$ cat src/rtl/uart_cmd_ctrl.sv
// -----------------------------------------------------------------------------
// uart_cmd_ctrl
//
// Purpose:
//   Decodes framed write commands arriving byte-by-byte from a UART receiver
//   and issues them as single write requests to a register bank.
//   Frame layout: SYNC_BYTE, ADDR, D0 .. D(DATA_BYTES-1), CSUM, where CSUM is
//   the XOR of ADDR and every data byte. A frame is abandoned on a checksum
//   mismatch or when the gap between two bytes inside a frame runs too long.
//
// Ports:
//   clk          in   single clock for all logic
//   rst          in   synchronous, active-high reset
//   rx_dout      in   received word (only bits [7:0] are used)
//   rx_done      in   one-cycle strobe, rx_dout valid
//   rx_bits      out  receiver word-length setting, fixed at 8
//   reg_addr     out  register address of the decoded command
//   reg_wdata    out  payload, first data byte in the MSBs
//   reg_valid    out  write request to the register bank
//   reg_ready    in   register bank accepts the write
//   busy         out  high while a frame is in progress or being issued
//   err_csum     out  one-cycle pulse, checksum mismatch
//   err_timeout  out  one-cycle pulse, inter-byte timeout
//   err_overrun  out  one-cycle pulse, byte received while a write is pending
//   frame_count  out  number of writes accepted by the register bank (wraps)
// -----------------------------------------------------------------------------
module uart_cmd_ctrl #(
  parameter int         MAX_WORD_SIZE  = 8,
  parameter int         DATA_BYTES     = 4,
  parameter logic [7:0] SYNC_BYTE      = 8'hA5,
  parameter int         TIMEOUT_CYCLES = 1024
) (
  input  logic                      clk,
  input  logic                      rst,
  input  logic [MAX_WORD_SIZE-1:0]  rx_dout,
  input  logic                      rx_done,
  output logic [5:0]                rx_bits,
  output logic [7:0]                reg_addr,
  output logic [8*DATA_BYTES-1:0]   reg_wdata,
  output logic                      reg_valid,
  input  logic                      reg_ready,
  output logic                      busy,
  output logic                      err_csum,
  output logic                      err_timeout,
  output logic                      err_overrun,
  output logic [15:0]               frame_count
);

  localparam int WD_W  = 8 * DATA_BYTES;
  localparam int CNT_W = $clog2(TIMEOUT_CYCLES + 1);
  localparam int IDX_W = (DATA_BYTES > 1) ? $clog2(DATA_BYTES) : 1;

  localparam logic [CNT_W-1:0] CNT_LAST = CNT_W'(TIMEOUT_CYCLES - 1);
  localparam logic [IDX_W-1:0] IDX_LAST = IDX_W'(DATA_BYTES - 1);

  typedef enum logic [2:0] {
    ST_IDLE,
    ST_ADDR,
    ST_DATA,
    ST_CSUM,
    ST_ISSUE
  } state_t;

  state_t            state;
  state_t            state_nxt;
  logic [CNT_W-1:0]  cnt;
  logic [CNT_W-1:0]  cnt_nxt;
  logic [IDX_W-1:0]  idx;
  logic [IDX_W-1:0]  idx_nxt;
  logic [7:0]        csum;
  logic [7:0]        csum_nxt;
  logic [7:0]        addr_nxt;
  logic [WD_W-1:0]   wdata_nxt;
  logic [15:0]       fcnt_nxt;
  logic              err_csum_nxt;
  logic              err_timeout_nxt;
  logic              err_overrun_nxt;
  logic [7:0]        rx_byte;
  logic              timed;

  assign rx_byte = rx_dout[7:0];

  // Shift a new byte in at the LSB end so the first byte ends up in the MSBs.
  function automatic logic [WD_W-1:0] shift_in(input logic [WD_W-1:0] cur,
                                               input logic [7:0]      b);
    return WD_W'({cur, b});
  endfunction

  // Timeout supervision only runs while a frame is being collected.
  assign timed = (state == ST_ADDR) || (state == ST_DATA) || (state == ST_CSUM);

  always_comb begin
    state_nxt       = state;
    cnt_nxt         = cnt;
    idx_nxt         = idx;
    csum_nxt        = csum;
    addr_nxt        = reg_addr;
    wdata_nxt       = reg_wdata;
    fcnt_nxt        = frame_count;
    err_csum_nxt    = 1'b0;
    err_timeout_nxt = 1'b0;
    err_overrun_nxt = 1'b0;

    // A byte arriving on the expiry cycle wins over the timeout.
    if (timed) begin
      if (rx_done) begin
        cnt_nxt = '0;
      end else if (cnt == CNT_LAST) begin
        err_timeout_nxt = 1'b1;
        state_nxt       = ST_IDLE;
      end else begin
        cnt_nxt = cnt + 1'b1;
      end
    end

    case (state)
      ST_IDLE: begin
        if (rx_done && (rx_byte == SYNC_BYTE)) begin
          state_nxt = ST_ADDR;
          cnt_nxt   = '0;
          idx_nxt   = '0;
          csum_nxt  = '0;
        end
      end
      ST_ADDR: begin
        if (rx_done) begin
          addr_nxt  = rx_byte;
          csum_nxt  = rx_byte;
          idx_nxt   = '0;
          state_nxt = ST_DATA;
        end
      end
      ST_DATA: begin
        if (rx_done) begin
          wdata_nxt = shift_in(reg_wdata, rx_byte);
          csum_nxt  = csum ^ rx_byte;
          if (idx == IDX_LAST) begin
            state_nxt = ST_CSUM;
          end else begin
            idx_nxt = idx + 1'b1;
          end
        end
      end
      ST_CSUM: begin
        if (rx_done) begin
          if (rx_byte == csum) begin
            state_nxt = ST_ISSUE;
          end else begin
            err_csum_nxt = 1'b1;
            state_nxt    = ST_IDLE;
          end
        end
      end
      ST_ISSUE: begin
        // Bytes arriving while the write is pending are dropped.
        if (rx_done) begin
          err_overrun_nxt = 1'b1;
        end
        if (reg_ready) begin
          state_nxt = ST_IDLE;
          fcnt_nxt  = frame_count + 16'd1;
        end
      end
      default: begin
        state_nxt = ST_IDLE;
      end
    endcase
  end

  always_ff @(posedge clk) begin
    if (rst) begin
      state       <= ST_IDLE;
      cnt         <= '0;
      idx         <= '0;
      csum        <= '0;
      reg_addr    <= '0;
      reg_wdata   <= '0;
      frame_count <= '0;
      err_csum    <= 1'b0;
      err_timeout <= 1'b0;
      err_overrun <= 1'b0;
    end else begin
      state       <= state_nxt;
      cnt         <= cnt_nxt;
      idx         <= idx_nxt;
      csum        <= csum_nxt;
      reg_addr    <= addr_nxt;
      reg_wdata   <= wdata_nxt;
      frame_count <= fcnt_nxt;
      err_csum    <= err_csum_nxt;
      err_timeout <= err_timeout_nxt;
      err_overrun <= err_overrun_nxt;
    end
  end

  assign reg_valid = (state == ST_ISSUE);
  assign busy      = (state != ST_IDLE);
  assign rx_bits   = 6'd8;

endmodule

$ cat config.mk
export PLATFORM = sky130hd
export DESIGN_NAME = uart_cmd_ctrl
export DESIGN_NICKNAME = d
export VERILOG_FILES = /design/src/rtl/uart_cmd_ctrl.sv
export SDC_FILE = /design/constraint.sdc
export NUM_CORES = 1
export LEC_CHECK = 0
export BUFFER_PORTS_ARGS = -buffer_cell sky130_fd_sc_hd__buf_2
export CORE_MARGIN = 1
export CORE_UTILIZATION = 59
export CTS_CLUSTER_DIAMETER = 80
export CTS_CLUSTER_SIZE = 30
export DETAILED_ROUTE_END_ITERATION = 12
export GPL_TIMING_DRIVEN = 0
export PLACE_DENSITY = 0.85
export SLEW_MARGIN = 30
export SYNTH_ARGS = -nofsm -noshare
export SYNTH_HDL_FRONTEND = slang
export SYNTH_SLANG_ARGS = --single-unit
export TNS_END_PERCENT = 1
$ cat constraint.sdc
create_clock -name clk -period 2.4 [get_ports clk]
set_input_delay 0 -clock clk [delete_from_list [all_inputs] [get_ports clk]]
set_output_delay 0 -clock clk [all_outputs]
set_load 0.01 [all_outputs]
# Yosys cells after proc, flatten, opt, wreduce, memory -nomap -nowiden
# Index checks and enable logic that the tools add are counted.
[classes]
addsub = 3
eq_ne = 12
mux = 28
n_bitwise = 5
n_reduce_logical = 14
[ops]
columns = ["op", "count"]
rows = [
  ["two-way mux 11 bit", 5],
  ["two-way mux 3 bit", 10],
  ["two-way mux 8 bit", 3],
  ["one-hot mux 8 bit (3 select lines)", 1],
  ["adder 16 x 1 -> 16 bit (second input constant)", 1],
  ["one-hot mux 3 bit (5 select lines)", 1],
  ["adder 11 x 1 -> 11 bit (second input constant)", 1],
  ["== test 11 x 10 -> 1 bit (second input constant)", 1],
  ["== test 8 bit", 1],
  ["== test 8 bit (second input constant)", 1],
  ["two-way mux 2 bit", 4],
  ["!= test 2 bit (second input constant)", 4],
  ["XOR 8 bit", 1],
  ["== test 3 x 2 -> 1 bit (second input constant)", 2],
  ["one-hot mux 2 bit (3 select lines)", 1],
  ["AND reduction 2 bit", 3],
  ["nonzero test 3 bit", 2],
  ["OR reduction 3 bit", 2],
  ["AND reduction 5 bit", 1],
  ["NOT 1 bit", 4],
  ["AND reduction 4 bit", 1],
  ["== test 3 x 1 -> 1 bit (second input constant)", 1],
  ["== test 3 bit (second input constant)", 1],
  ["zero test 3 bit", 1],
  ["6 further kinds", 9],
]
[totals]
ff_bits = 83
inputBits = 12
output_inout_bits = 67
elab_cells = 72

# Logic depth before layout (Yosys ltp)
# Gate-level depths: netlist (run 1).
[logic_depth]
depth_word = 7
depth_mapped = 7
ltp_nobuf = 5

# Worst setup path after synthesis (run 1)
# Ideal clock, no wire load.
[synth_timing]
path_kind = "reg2reg"
start = "reg frame_count[3]"
end = "reg frame_count[15]"
setup_time_ps = 121
arrival_time_ps = 1527
required_ps = 2279
path_slack_ps = 752
stages_incl_launch_ff = 5
n_path_buf = 0
period_less_slack_ps = 1648
cell_sequence = "dfxtp_1 nand4_1 nor3_2 nor3b_1 mux2_2"
[synth_via]
elab_chain_len = 1
[synth_lines]
columns = ["item", "line_no", "source"]
rows = [
  ["start: declaration", "46", "output logic [15:0] frame_count"],
  ["start signal: assignment", "189", "frame_count <= fcnt_nxt;"],
  ["adder 16 x 1 -> 16 bit", "161", "fcnt_nxt = frame_count + 16'd1;"],
]
# No other way between the ends.
# A chain may end at the register's enable or synchronous reset.

# Final worst setup path (run 1)
[layout_timing]
start = "reg state[2]"
end = "reg frame_count[15]"
[layout_via]
elab_chain_len = 2
[layout_lines]
columns = ["item", "line_no", "source"]
rows = [
  ["start: declaration", "64", "state_t state;"],
  ["start signal: assignment", "183", "state <= state_nxt;"],
  ["== test 3 bit", "116", "case (state)"],
  ["AND reduction 2 bit (no line)", "--", ""],
]
# No other way between the ends.

==> results of run 1 <==
==> through the flow <==
step	hold WS, ps	util (%)	instances
3_3_place_gp	303	68.4	624
4_1_cts	27.7	72.9	648
2_1_floorplan	136	-	475
5_1_grt	56.3	72.9	648
3_5_place_dp	317	68.4	624
6_report	38.4	72.9	648
==> final timing paths <==
kind,start,to,slack (ps),depth (start not counted)
worst max-delay path,state[2]$_SDFF_PP0_,frame_count[15]$_SDFFE_PP0P_,520,5
worst max register to register,state[2]$_SDFF_PP0_,frame_count[15]$_SDFFE_PP0P_,520,5
worst min register to register,cnt[10]$_SDFF_PP0_,cnt[10]$_SDFF_PP0_,460,2
worst min-delay path,rst,frame_count[13]$_SDFFE_PP0P_,40,3
==> power breakdown <==
group	total, mW	switching (mW)	leakage, nW	internal [mW]
clock	1.06	0.566	0.102	0.499
sequential	1.38	0.000251	0.668	1.38
combinational	0.103	0.0666	1.09	0.0362
==> area by class of cell <==
type                    instances  area share, %
clock buffers                   9           2.69
inverters                      14           1.14
plain buffers                  38           4.46
well taps                      77           2.09
clock inverters                 7           1.82
repair buffers                 80           9.57
multi-input cells             340           42.1
flip-flops and latches         83           36.1
==> per-layer routing <==
layer / global-route usage, % / vias to the layer above
met5: 0 / -
met4: 13.4 / 0
met3: 8.35 / 25
met2: 49.9 / 162
met1: 36.8 / 1737
li1: - / 1822
==> logic make-up (layout without fill, tap and decap cells) <==
family	after synthesis	after routing	share of synthesized area, %
other cells	2	6	0.195
mux	3	3	0.846
fa+ha+maj	3	3	0.977
simple gates	203	203	27.1
compound gates	108	108	17.1
buf+inv	52	148	6.71
flops	83	83	43.2
xor+xnor	17	17	3.87
==> registers in the layout, indices dropped and copies added, names as in the netlist <==
signal / cells
frame_count: 16
reg_addr: 8
state: 3
csum: 8
err_timeout: 1
cnt: 11
reg_wdata: 32
err_csum: 1
idx: 2
err_overrun: 1
==> synth_stat cells, types with 10 or more instances <==
cell,count,share of area [%]
dfxtp_1,83,43
nand3b_1,13,2.5
a21oi_1,64,8.3
buf_4,10,2.0
inv_1,14,1.4
clkbuf_1,18,1.8
nor2_1,30,2.9
nand2_1,91,8.9
xor2_1,11,2.5
==> worst max-delay path, stage by stage, from the launching register on <==
cell,delay [ps]
dfxtp_1,430
nand4bb_1,120
clkbuf_1,220
nor3_2,380
nor3b_1,260
mux2_2,360
==> summary.md, run 1 <==
| Metric | Value |
|---|---|
| Endpoint type of the worst setup path | `register` |
| DR WL/cell | `roughly 15 µm` |
| Routed WL | `slightly below 10,000 µm` |
| Fin area | `between 4000 and 5000 µm²` |
| Grt total ovfl | `0` |
| Filler Cells Inserted | `492` |
| Met2 WL | `4790 µm` |
| Number of flops mapped to enable cells by yosys | `0` |
| Top Layer Used | `met4` |
| Mean Syn Cell Area | `8.16 µm²` |
| Multi-input gate area | `1940 µm²` |
| Largest net degree at the start of global routing | `17` |
| GRT Total Usage | `30.3%` |
| Data arrival time of the critical path | `2140 ps` |
| Setup violations, final | `0` |
| Post-CTS Setup Inserts | `0` |
| Met3 WL | `675 µm` |
| Register area | `between 1500 and 2000 µm²` |
| Nets | `between 500 and 600` |
| Root Driver | `clkbuf_8` |
| Total Power | `2.54 mW` |
| Hold-fix buffers, CTS | `8` |
| Initial antenna violation count | `0` |
| Slew margin rel. | `45.8%` |
| Outcome | `finished clean` |
| Post-route setup slack | `521 ps` |
| # clock sinks | `83` |
| Vias in the first global route | `~3,400` |
| Placed Area | `4320 µm²` |
| Fraction of layout cells with a size suffix above 1 | `21.0%` |
| Synth Flop Type | `dfxtp_1` |
| Synthesized area | `3840 µm²` |
| Initial DRT Pass Iterations | `5` |
| Worst-path fanout max | `7` |
| Ant diodes | `0` |
| Dpl ws | `537 ps` |
| RSZ-0062 raised after global routing | `false` |
| Htree depth | `3` |
| Crit path kind | `reg2reg` |
| Final Skew | `8.76 ps` |
| Cells after Synth | `471` |
| CTS tree | `built` |
| CTS clk-pin slew, worst paths | `about 90 ps` |
| Hold Vio Cnt, Final | `0` |
| Initial core utilization | `60.9%` |
| Most common cell after layout, fill and taps aside | `nand2_1` |
| IO Count | `just under 80` |
| Final Cycle Share | `78.3%` |
| VDD IR max | `0.505 mV` |
| Horiz. Die Dim | `82.7 µm` |
| Die area | `6840 µm²` |
| Max_cap viols | `0` |
| Area grow syn2layout | `19.8%` |
| Vias per std cell | `5.78` |
| Critical Path Start Type | `register` |
| Share of synthesized registers carrying an async set or reset | `0%` |
| Via count | `3,746` |
| Worst-margin pin slew | `about 810 ps` |
| Placed wire-length estimate | `6790 µm` |
| Sequential share of the synthesized area | `43.2%` |
| Setup tns final | `0 ps` |
| Post-synth cell types | `55` |
| First-pass GRT wire length | `15,600 µm` |
| Slew Viols, Final | `0` |
| Leak pwr | `1.86 nW` |
| Inserted Clock Buffers | `9` |
| Port-buffer cells | `72` |
| Met1 WL | `4050 µm` |
| Std cell rows | `29` |
| Die height | `82.7 µm` |
| Synthesis warning total | `0` |
| Core Area | `~6300 µm²` |
| Register bit total from synthesis | `between 80 and 90` |
| CTS resizes | `0` |
| Max Clock Freq | `between 0.5 and 0.6 GHz` |
| 1st-iter DRT viols | `254` |
| Pwr/cell area | `553 nW/µm²` |
| Most frequent cells in the layout | `91 x nand2_1, 83 x dfxtp_1, 80 x buf_2, 64 x a21oi_1, 30 x nor2_1` |
| Critical path required time | `2660 ps` |
| CTS Buffer Depth | `2` |
| Worst hold path class | `in2reg` |
| Antenna Violating Nets Remaining | `0` |
| DRC | `0` |
| Clk_lat worst skew | `between 300 and 400 ps` |
| Final min period | `1880 ps` |
| GPL Wtd Cong | `0.867` |
Note: power is estimated with default switching activity, not from simulation.
==> inputs of run 2 (changes only) <==
- CORE_UTILIZATION: 59 -> 49
- PLACE_DENSITY: 0.85 -> 0.75
- clock period: 2.4 -> 1.7 ns (I/O delays scaled with it)
==> summary.md, run 2 (same netlist as run 1, synthesis figures left out) <==
| Metric | Value |
|---|---|
| Initial antenna violation count | `0 (unchanged)` |
| Std cell rows | `31 (+6.9%)` |
| Top reg by flops | `reg_wdata` |
| Ant diodes | `0 (unchanged)` |
| Hold Vio Cnt, Final | `0 (unchanged)` |
| Total Power | `3.39 mW (+33%)` |
| Port-buffer cells | `72 (unchanged)` |
| DRC | `0 (unchanged)` |
| Die height | `90.6 µm (+9.5%)` |
| Start point of the critical path | `state[1]$_SDFF_PP0_` |
| Inserted Clock Buffers | `9 (unchanged)` |
| DR WL/cell | `14.6 µm (-2.6%)` |
| Largest net degree at the start of global routing | `16 (-1)` |
| Data arrival time of the critical path | `1970 ps (-170 ps)` |
| Initial core utilization | `51.9% (-9.0 points)` |
| Final Cycle Share | `99.5% (+21 points)` |
| GPL Wtd Cong | `0.870 (+0.43%)` |
| # placed instances | `646 (+3.5%)` |
| Via count | `3,665 (-2.2%)` |
| Crit-path max cell delay | `530 ps (+100 ps)` |
| VDD IR max | `0.506 mV (+0.24%)` |
| RSZ-0062 raised after global routing | `true` |
| Die area | `8200 µm² (+20%)` |
| Vias per std cell | `5.44 (-5.9%)` |
| Setup tns final | `0 ps (unchanged)` |
| Fraction of layout cells with a size suffix above 1 | `25.2% (+4.2 points)` |
| Htree depth | `3 (unchanged)` |
| Worst path cell trace | `or3_2 -> nand4b_4 -> and2_4 -> clkbuf_4 -> o32ai_1` |
| Crit path kind | `reg2reg` |
| Horiz. Die Dim | `90.6 µm (+9.5%)` |
| Placed Area | `4340 µm² (+0.64%)` |
| Final Skew | `15.6 ps (+6.88 ps)` |
| GRT Total Usage | `24.6% (-5.7 points)` |
| Worst-margin pin slew | `659 ps (-149 ps)` |
| Slew Viols, Final | `0 (unchanged)` |
| CTS tree | `built` |
| Hold Slack | `43.3 ps (+4.92 ps)` |
| Post-route setup slack | `7.84 ps (-513 ps)` |
| Nets | `585 (+0.69%)` |
| CTS clk-pin slew, worst paths | `90 ps (about the same)` |
| Slew margin rel. | `56.1% (+10 points)` |
| First-pass GRT wire length | `16,300 µm (+4.3%)` |
| Top flop regs | `reg_wdata: 32 flops, frame_count: 16 flops, cnt: 11 flops` |
| CTS Buffer Depth | `2 (unchanged)` |
| Most frequent cells in the layout | `89 x nand2_1, 75 x buf_2, 75 x dfxtp_1, 62 x a21oi_1, 29 x nor2_1` |
| Clk_lat worst skew | `370 ps (about the same)` |
| 1st-iter DRT viols | `183 (-28%)` |
| Core Area | `7410 µm² (+17%)` |
| Most common cell after layout, fill and taps aside | `nand2_1` |
| Placed wire-length estimate | `6890 µm (+1.4%)` |
| Setup violations, final | `0 (unchanged)` |
| Area grow syn2layout | `23.0%` |
| IO Count | `79 (unchanged)` |
| Max_cap viols | `0 (unchanged)` |
| Routed WL | `9860 µm (+1.3%)` |
| Dpl ws | `-142 ps (-679 ps)` |
| Pwr/cell area | `716 nW/µm² (+30%)` |
| Critical path required time | `1970 ps (-690 ps)` |
| Fin area | `4730 µm² (+2.7%)` |
| Endpoint type of the worst setup path | `register` |
| Worst Setup EP | `csum[7]$_SDFFE_PP0P_` |
| Critical Path Start Type | `register` |
| Critical path's slowest cell | `or3_2` |
| Initial DRT Pass Iterations | `5 (unchanged)` |
| Final min period | `1690 ps (-187 ps)` |
| Grt total ovfl | `0 (unchanged)` |
| Antenna Violating Nets Remaining | `0 (unchanged)` |
| RR Startpoint | `state[1]$_SDFF_PP0_` |
| Outcome | `finished clean` |
| Worst-path fanout max | `8 (+1)` |
| R2r endpoint | `csum[7]$_SDFFE_PP0P_` |
| Root Driver | `clkbuf_8` |
| Non-Filler Instances | `674 (+4.0%)` |
| Max Clock Freq | `0.591 GHz (+11%)` |
| Number of flip-flops in the largest register | `32 (unchanged)` |
| Reg2Reg Depth | `5 (unchanged)` |
| Worst hold path class | `in2reg` |
| Vias in the first global route | `3,468 (+2.5%)` |
| Worst R2R Setup Slack | `8 ps (-510 ps)` |
| Leak pwr | `1.90 nW (+2.2%)` |
| Core Util, Final | `63.8% (-9.1 points)` |
| # clock sinks | `83 (unchanged)` |
-- run 2: worst max-delay path, delay by kind of cell (launching register included) --
kind / cells / cell delay, ps
buf+inv: 1 / 180
compound gates: 1 / 120
simple gates: 3 / 950
flops: 1 / 350
-- run 2: final cells by class --
type                    count  area [µm²]
inverters                  14        52.6
clock inverters             6        50.0
fillers                   655        2680
clock buffers              10         128
well taps                  99         124
plain buffers              38         231
flip-flops and latches     83        1670
repair buffers             84         470
multi-input cells         340        2000
-- run 2: per-layer routing --
| layer | global-route usage, % | share of wire, % | up-vias |
|---|---|---|---|
| met4 | 10.6 | 2.3 | 0 |
| met3 | 3.79 | 4.8 | 21 |
| met2 | 41.5 | 49 | 91 |
| li1 | - | - | 1840 |
| met1 | 31.0 | 44 | 1713 |
| met5 | 0 | 0 | - |
-- run 2: power breakdown --
part           switching [mW]  internal (mW)
registers            0.000416           1.94
clock network           0.756          0.543
logic                  0.0945         0.0521
-- run 2: worst min path at each step --
stage | startpoint | end | cells after the start
2_1_floorplan | rx_dout[0] | reg_addr[0]$_SDFFE_PP0P_ | 2
3_3_place_gp | rx_dout[1] | reg_addr[1]$_SDFFE_PP0P_ | 3
3_5_place_dp | rx_dout[0] | reg_wdata[0]$_SDFFE_PP0P_ | 3
4_1_cts | rst | frame_count[15]$_SDFFE_PP0P_ | 3
5_1_grt | reg_ready | frame_count[2]$_SDFFE_PP0P_ | 4
6_report | rst | frame_count[13]$_SDFFE_PP0P_ | 3
-- run 2: timing repair --
action,in CTS,in global routing
resized for setup,12,23
hold buffers,8,0
pin swaps,0,4
hold endpoints to repair,20,0
endpoints found under the setup margin,49,48
setup buffers,0,4
cloned,0,0
==> inputs of run 3 (changes only) <==
- PLACE_DENSITY: 0.75 -> 0.8
==> summary.md, run 3 (same netlist as run 1, synthesis figures left out) <==
| Metric | Value |
|---|---|
| RSZ-0062 raised after global routing | `true` |
| R2r endpoint | `csum[0]$_SDFFE_PP0P_` |
| CTS clk-pin slew, worst paths | `80 ps (about the same)` |
| Met3 WL | `587 µm (+25%)` |
| Vias in the first global route | `3,349 (-3.4%)` |
| GPL Wtd Cong | `0.891 (+2.4%)` |
| Filler Cells Inserted | `651 (-0.61%)` |
| Leak pwr | `1.89 nW (-0.32%)` |
| Placed Area | `4340 µm² (unchanged)` |
| Fin area | `4710 µm² (-0.50%)` |
| GRT Total Usage | `23.8% (-0.81 points)` |
| Slew margin rel. | `56.4% (+0.31 points)` |
| DRC | `0 (unchanged)` |
| CTS tree | `built` |
| Met1 WL | `4300 µm (-1.8%)` |
| Worst R2R Setup Slack | `-20 ps (-30 ps)` |
| Dpl ws | `-108 ps (+34.6 ps)` |
| Worst-path fanout max | `10 (+2)` |
| CTS Buffer Depth | `2 (unchanged)` |
| Hold endpoint | `frame_count[13]$_SDFFE_PP0P_` |
| Setup violations, final | `9 (+9)` |
| Nets | `583 (-0.34%)` |
| Routed WL | `9780 µm (-0.79%)` |
| Data arrival time of the critical path | `1990 ps (+20 ps)` |
| Htree depth | `3 (unchanged)` |
| Slew Viols, Final | `0 (unchanged)` |
| Hold Vio Cnt, Final | `0 (unchanged)` |
| CP delay by family, top | `buffers and inverters` |
| Vias per std cell | `5.55 (+2.0%)` |
| CP Buf/Inv Count | `3 (+2)` |
| Critical path required time | `1960 ps (about the same)` |
| Antenna Violating Nets Remaining | `0 (unchanged)` |
| Via count | `3,729 (+1.7%)` |
| Fraction of layout cells with a size suffix above 1 | `24.3% (-0.96 points)` |
| Inserted Clock Buffers | `9 (unchanged)` |
| First-pass GRT wire length | `15,700 µm (-3.2%)` |
| Endpoint type of the worst setup path | `register` |
| Max Clock Freq | `0.581 GHz (-1.7%)` |
| 1st-iter DRT viols | `187 (+2.2%)` |
| Number of flip-flops in the largest register | `32 (unchanged)` |
| Most frequent cells in the layout | `89 x nand2_1, 76 x dfxtp_1, 75 x buf_2, 62 x a21oi_1, 29 x nor2_1` |
| Outcome | `finished, violations left` |
| Horiz. Die Dim | `90.6 µm (unchanged)` |
| Pwr/cell area | `719 nW/µm² (+0.38%)` |
| IO Count | `79 (unchanged)` |
| Register area | `1680 µm² (+0.22%)` |
| Worst-margin pin slew | `654 ps (-4.62 ps)` |
| Worst path cell trace | `clkbuf_4 -> and4bb_2 -> clkbuf_4 -> nor2_2 -> buf_4 -> a21oi_1 -> o32ai_1` |
| RR Startpoint | `state[0]$_SDFF_PP0_` |
| Top Layer Used | `met4` |
| Critical Path Start Type | `register` |
| Final Skew | `9.15 ps (-6.49 ps)` |
| Most Frequent Cell on Critical Path | `clkbuf_4` |
| # placed instances | `646 (unchanged)` |
| # clock sinks | `83 (unchanged)` |
| Ant diodes | `0 (unchanged)` |
| Number of cells on the worst hold path | `3 (unchanged)` |
| Crit path kind | `reg2reg` |
| Core Area | `7410 µm² (unchanged)` |
| Final min period | `1720 ps (+29.1 ps)` |
| Clk_lat worst skew | `360 ps (about the same)` |
| Non-Filler Instances | `672 (-0.30%)` |
| Worst hold path class | `in2reg` |
| Reg2Reg Depth | `7 (+2)` |
| Largest net degree at the start of global routing | `16 (unchanged)` |
| Top flop regs | `reg_wdata: 32 flops, frame_count: 16 flops, cnt: 11 flops` |
| Port-buffer cells | `72 (unchanged)` |
| Initial core utilization | `51.9% (unchanged)` |
| Failing checks | `negative setup slack` |
| Die height | `90.6 µm (unchanged)` |
| HP Start | `rst` |
| Placed wire-length estimate | `6720 µm (-2.5%)` |
| Critical path's slowest cell | `dfxtp_2` |
| Crit-path max cell delay | `380 ps (-150 ps)` |
| Top reg by flops | `reg_wdata` |
| Root Driver | `clkbuf_8` |
| Final Cycle Share | `101% (+1.7 points)` |
| Area grow syn2layout | `22.4%` |
| Most common cell after layout, fill and taps aside | `nand2_1` |
| Std cell rows | `31 (unchanged)` |
| Initial DRT Pass Iterations | `6 (+1)` |
| VDD IR max | `0.465 mV (-8.1%)` |
| Grt total ovfl | `0 (unchanged)` |
| Max_cap viols | `0 (unchanged)` |
| Multi-input gate area | `2000 µm² (-0.31%)` |
| Post-route setup slack | `-21.3 ps (-29.1 ps)` |
| Initial antenna violation count | `0 (unchanged)` |
| Die area | `8200 µm² (unchanged)` |
| Met2 WL | `4660 µm (-2.6%)` |
| DR WL/cell | `14.6 µm (-0.50%)` |
-- run 3: cell types whose count changed in the layout (fill, tap and decap cells not counted), moves of 2 or more --
cell      delta
buf_4        -3
dfxtp_2      -3
clkbuf_4     +2
clkinv_4     -2
dfxtp_4      +2
-- run 3: how the worst max path moves through the flow --
| stage | startpoint | endpoint | cells after the start |
|---|---|---|---|
| finish | state[0]$_SDFF_PP0_ | csum[0]$_SDFFE_PP0P_ | 7 |
| global route | state[0]$_SDFF_PP0_ | frame_count[15]$_SDFFE_PP0P_ | 5 |
| CTS | state[0]$_SDFF_PP0_ | csum[0]$_SDFFE_PP0P_ | 7 |
| detailed placement | cnt[0]$_SDFF_PP0_ | cnt[7]$_SDFF_PP0_ | 5 |
| global placement | state[0]$_SDFF_PP0_ | frame_count[15]$_SDFFE_PP0P_ | 5 |
| floorplan | frame_count[3]$_SDFFE_PP0P_ | frame_count[15]$_SDFFE_PP0P_ | 4 |
-- run 3: worst reg2reg max path: cells and delay by family (launching register included) --
kind                   cells  cell delay (ps)
buffers and inverters      3              550
AOI/OAI and AO/OA          2              300
DFF                        1              380
and+or+nand+nor            2              400
-- run 3: cell type report --
| class | count | area share, % |
|---|---|---|
| multi-input combinational | 340 | 42.4 |
| tap | 99 | 2.63 |
| inverter | 14 | 1.12 |
| clock inverter | 6 | 1.04 |
| buffer | 38 | 4.81 |
| sequential | 83 | 35.6 |
| clock buffer | 10 | 2.71 |
| timing repair buffer | 82 | 9.68 |
-- run 3: through the flow --
step | power (mW) | hold slack [ps] | TNS [ps] | util [%]
global route | 3.49 | 74.9 | -2010 | 63.5
detailed placement | 2.12 | 315 | -1320 | 58.6
finish | 3.38 | 52.3 | -125 | 63.5
CTS | 3.40 | 43.8 | -377 | 62.4
global placement | 2.12 | 308 | -565 | 58.6
floorplan | 2.06 | 136 | 0 | -
-- run 3: repair_timing --
item,CTS,global route
gates cloned,0,1
endpoints found under the setup margin,49,64
hold buffers,8,0
buffers inserted,0,1
hold endpoints to repair,23,0
resized for setup,8,27
pin swaps,3,3
-- run 3: report_power, final --
| part | switching (mW) | internal [mW] |
|---|---|---|
| sequential | 0.000381 | 1.94 |
| clock | 0.755 | 0.543 |
| combinational | 0.0943 | 0.0520 |
| total | 0.850 | 2.53 |
-- run 3: metal layers --
| layer | track usage (%) | vias up |
|---|---|---|
| li1 | - | 1836 |
| met1 | 30.5 | 1750 |
| met2 | 38.8 | 120 |
| met3 | 4.46 | 23 |
| met4 | 10.5 | 0 |
| met5 | 0 | - |
